<file path="config.mk">
export PLATFORM = sky130hd
export DESIGN_NAME = reg_write_arbiter
export DESIGN_NICKNAME = d
export VERILOG_FILES = /design/src/rtl/regfile_pkg.sv /design/src/rtl/reg_write_arbiter.sv
export SDC_FILE = /design/constraint.sdc
export NUM_CORES = 1
export LEC_CHECK = 0
export ABC_AREA = 0
export BUFFER_PORTS_ARGS = -buffer_cell sky130_fd_sc_hd__buf_4
export CORE_ASPECT_RATIO = 1.75
export CORE_UTILIZATION = 47
export CTS_BUF_LIST = sky130_fd_sc_hd__clkbuf_8 sky130_fd_sc_hd__clkbuf_16
export DETAILED_ROUTE_END_ITERATION = 7
export GPL_ROUTABILITY_DRIVEN = 0
export GPL_TIMING_DRIVEN = 0
export PLACE_DENSITY = 0.9
export SETUP_SLACK_MARGIN = 0.05
export SYNTH_ARGS = -nofsm -noshare
export SYNTH_HDL_FRONTEND = slang
export SYNTH_SLANG_ARGS = --single-unit
</file>
<file path="constraint.sdc">
create_clock -name clk -period 2 [get_ports clk]
set_clock_uncertainty 0.15 [all_clocks]
set_input_delay 0.5 -clock clk [delete_from_list [all_inputs] [get_ports clk]]
set_output_delay 0.5 -clock clk [all_outputs]
set_load 0.03 [all_outputs]
</file>
<file path="src/rtl/regfile_pkg.sv">
// rtl/regfile_pkg.sv - shared widths and write-port state encoding for the register-file write arbiter
package regfile_pkg;

  localparam int REG_IDX_W = 2;
  localparam int DATA_W    = 8;
  localparam int CNT_W     = 8;

  typedef enum logic [1:0] {
    IDLE  = 2'd0,
    GNT_A = 2'd1,
    GNT_B = 2'd2
  } wr_state_t;

endpackage

</file>
<file path="src/rtl/reg_write_arbiter.sv">
// rtl/reg_write_arbiter.sv - two-requester register-file write port arbiter (WRARB_ROUND_ROBIN_EN selects round-robin ties)
module reg_write_arbiter
  import regfile_pkg::*;
(
  input  logic                 clk,
  input  logic                 rst_n,
  input  logic                 a_req,
  input  logic [REG_IDX_W-1:0] a_reg,
  input  logic [DATA_W-1:0]    a_data,
  output logic                 a_ack,
  input  logic                 b_req,
  input  logic [REG_IDX_W-1:0] b_reg,
  input  logic [DATA_W-1:0]    b_data,
  output logic                 b_ack,
  output logic [REG_IDX_W-1:0] WriteReg,
  output logic [DATA_W-1:0]    WriteData,
  output logic                 RegWrite,
  output logic [CNT_W-1:0]     wr_count
);

  wr_state_t state;
  wr_state_t nextState;
  logic      aElig;
  logic      bElig;

  // A requester whose ack is high this cycle is presenting a stale request.
  assign aElig = a_req && (state != GNT_A);
  assign bElig = b_req && (state != GNT_B);

`ifdef WRARB_ROUND_ROBIN_EN
  logic lastGrantB;

  function automatic wr_state_t arbitrate(input logic aOk, input logic bOk, input logic lastB);
    if (aOk && bOk) return lastB ? GNT_A : GNT_B;
    else if (aOk)   return GNT_A;
    else if (bOk)   return GNT_B;
    return IDLE;
  endfunction

  always_comb begin
    nextState = arbitrate(aElig, bElig, lastGrantB);
  end
`else
  function automatic wr_state_t arbitrate(input logic aOk, input logic bOk);
    if (aOk)      return GNT_A;
    else if (bOk) return GNT_B;
    return IDLE;
  endfunction

  always_comb begin
    nextState = arbitrate(aElig, bElig);
  end
`endif

  always_ff @(posedge clk) begin
    if (!rst_n) begin
      state     <= IDLE;
      a_ack     <= 1'b0;
      b_ack     <= 1'b0;
      RegWrite  <= 1'b0;
      WriteReg  <= '0;
      WriteData <= '0;
      wr_count  <= '0;
`ifdef WRARB_ROUND_ROBIN_EN
      lastGrantB <= 1'b1;
`endif
    end else begin
      state    <= nextState;
      a_ack    <= (nextState == GNT_A);
      b_ack    <= (nextState == GNT_B);
      RegWrite <= (nextState != IDLE);
      // Count at the grant edge so wr_count already includes the write on the port.
      case (nextState)
        GNT_A: begin
          WriteReg  <= a_reg;
          WriteData <= a_data;
          wr_count  <= wr_count + 8'd1;
`ifdef WRARB_ROUND_ROBIN_EN
          lastGrantB <= 1'b0;
`endif
        end
        GNT_B: begin
          WriteReg  <= b_reg;
          WriteData <= b_data;
          wr_count  <= wr_count + 8'd1;
`ifdef WRARB_ROUND_ROBIN_EN
          lastGrantB <= 1'b1;
`endif
        end
        default: ;
      endcase
    end
  end

endmodule
</file>
==> results.toml <==
[outcome]
status = "finished, final reports clean"

[global_route]
grt_pass1_vias = 1090
grt_pass1_wl_mm = 4.49
grt_max_degree = 12
overflow = 0
antenna_found_initial = 0
track_usage_pct = 23.9

[place]
place_hpwl_mm = 2.25
io_buffers = 43
post-place-ws_ps = 119

[cells_and_area]
syn_to_final_growth_pct = 35.4
final_common_cell = "buf_4"
diodes = 0
fin_nets = 202
final_cell_mix = "buf_4, dfxtp_1, a21oi_1"
drive_gt1_share_pct = 30.7

[clock_tree]
clk_latency_ps = 260
cts_tree = "done"
cts.sinks = 21
h-tree-depth = 1
cts_root_buf = "clkbuf_8"
hold_buffers = 0
cts_max_path_buffers = 2
clkSlewWorstSetupHoldPaths_ps = 80
cts_setup_buffers = 0
ctsResizeCount = 0
cts-buffers-inserted = 3

[sta]
fin_crit_sh_pct = 87.5
worst_slack_ps = 249
hold_slack_ps = 315
finalSetupViolations = 0
maxSlewHeadroom_pct = 70.9
tns_ps = 0
fmax_mhz = 571
hold_violations = 0
worst_pin_slew_ps = 437
grt_setup_unrepaired = "false"
slew_violations = 0
layout_min_cycle_time_ps = 1750

[synth]
syn-num-nets = 154
ys_seq_elements = 21
synth_top_area_cell = "dfxtp_1"
synth-seq-area-share_pct = 37.3
synth_flop_cell = "dfxtp_1"
async_flop_share_pct = 0
yosysUniqueCellTypes = 33
synth_area_leaders = "dfxtp_1, o211a_1, a21oi_1"
synth_enable_flop_cells = 0
syn_area_um2 = 1130
syn_inst = 129
synth_top_area_share_pct = 37.3
syn_avg_cell_area_um2 = 8.75
yosysWarnings = 0

[critical_path]
end_kind = "flop"
cp_max_fo = 10
r2r-end = "WriteData[0]"
r2r_slack_ps = 250
ff2ff_path_depth = 5
cp_data_required_time_ps = 2000
critPathLaunch = "b_ack"
critPathKind = "flop to flop"
reg2reg_from = "b_ack"
endpoint = "WriteData[0]"
worst-endpoint-arrival_ps = 1750
start_kind = "flop"

[drt]
dr.pass1.iters = 4
drtAntennaViolNets = 0
wire_per_inst_um = 14.3
drt_iter0_markers = 44
vias = 1191
drc_errors = 0
wirelength_mm = 2.88
viasPerCell = 5.93

[power_and_ir_drop]
power.density_nw_per_um2 = 658
p_leak_nw = 0.713
total_power_mw = 1.01
ir_worst_vdd_mv = 0.381

[die]
start_util_pct = 49.6
num_rows = 23
die_area_um2 = 2610
die_h_um = 66.8
ios = 45
die_w_um = 39.0
coreArea_um2 = 2270

[hold_path]
min_path_type = "flop to flop"

[flow_run]
maxCapViolCount = 0
-- kinds of logic after synthesis --
| kind of cell | share of synthesized area [%] |
|---|---|
| multiplexers | 0.887 |
| adder cells (fa/ha/maj) | 1.11 |
| buffers and inverters | 5.32 |
| flip-flops | 37.3 |
| AND/OR/NAND/NOR | 24.7 |
| AO/OA/AOI/OAI | 30.7 |
-- per-stage QoR --
stage	area (um^2)	cells	util, %
final	1530	201	67.2
after global routing	1530	201	67.2
after CTS	1530	201	67.2
after detailed placement	1480	197	65.2
after global placement	1480	197	65.2
after floorplan	1130	129	-
-- flip-flops by register name, indices dropped and copies added (netlist names) --
| signal | count |
|---|---|
| WriteData | 8 |
| WriteReg | 2 |
| b_ack | 1 |
| a_ack | 1 |
| RegWrite | 1 |
| wr_count | 8 |
-- worst max-delay path, stage by stage (launching register included) --
cell and delay (ps):
dfxtp_1 370, nand2b_1 200, a21oi_2 310, buf_2 290, nor2_4 110, o211a_1 220
-- worst min path at each step --
stage	startpoint	endpoint	cells past startpoint
finish	WriteData[2]	WriteData[2]	2
global route	WriteData[2]	WriteData[2]	2
CTS	WriteData[2]	WriteData[2]	2
detailed placement	WriteData[2]	WriteData[2]	2
global placement	WriteData[2]	WriteData[2]	2
floorplan	wr_count[7]	wr_count[7]	2
-- area by class of cell --
cell class                      count  area, um^2
Tap cell                           25        31.3
Inverter                            3        11.3
Clock inverter                      1        3.75
Multi-Input combinational cell     94         648
Buffer                             11        48.8
Fill cell                         198         746
Sequential cell                    21         420
Clock buffer                        3        41.3
Timing Repair Buffer               43         323
-- report_power, final --
part | switching [mW] | internal, mW
logic | 0.147 | 0.117
clock network | 0.138 | 0.137
registers | 0.0201 | 0.446
-- synth_stat cells (2+ instances only) --
cell type and count:
dfxtp_1 21, a21oi_1 17, nand3_1 12, nor2b_1 10, o211a_1 9, o221ai_1 9, clkbuf_1 7, o31ai_1 5
or4_1 5, buf_2 3, inv_1 3, nand2_1 3, nor2_1 3, nand2b_1 2, o21ai_0 2
-- layer usage --
layer / vias to the layer above / GRT usage (%) / wire length (um)
met5: - / 0 / 0
met1: 546 / 24.9 / 1140
met2: 56 / 45.4 / 1550
li1: 585 / - / -
met3: 4 / 2.33 / 155
met4: 0 / 9.05 / 34
Note: power is estimated with default switching activity, not from simulation.
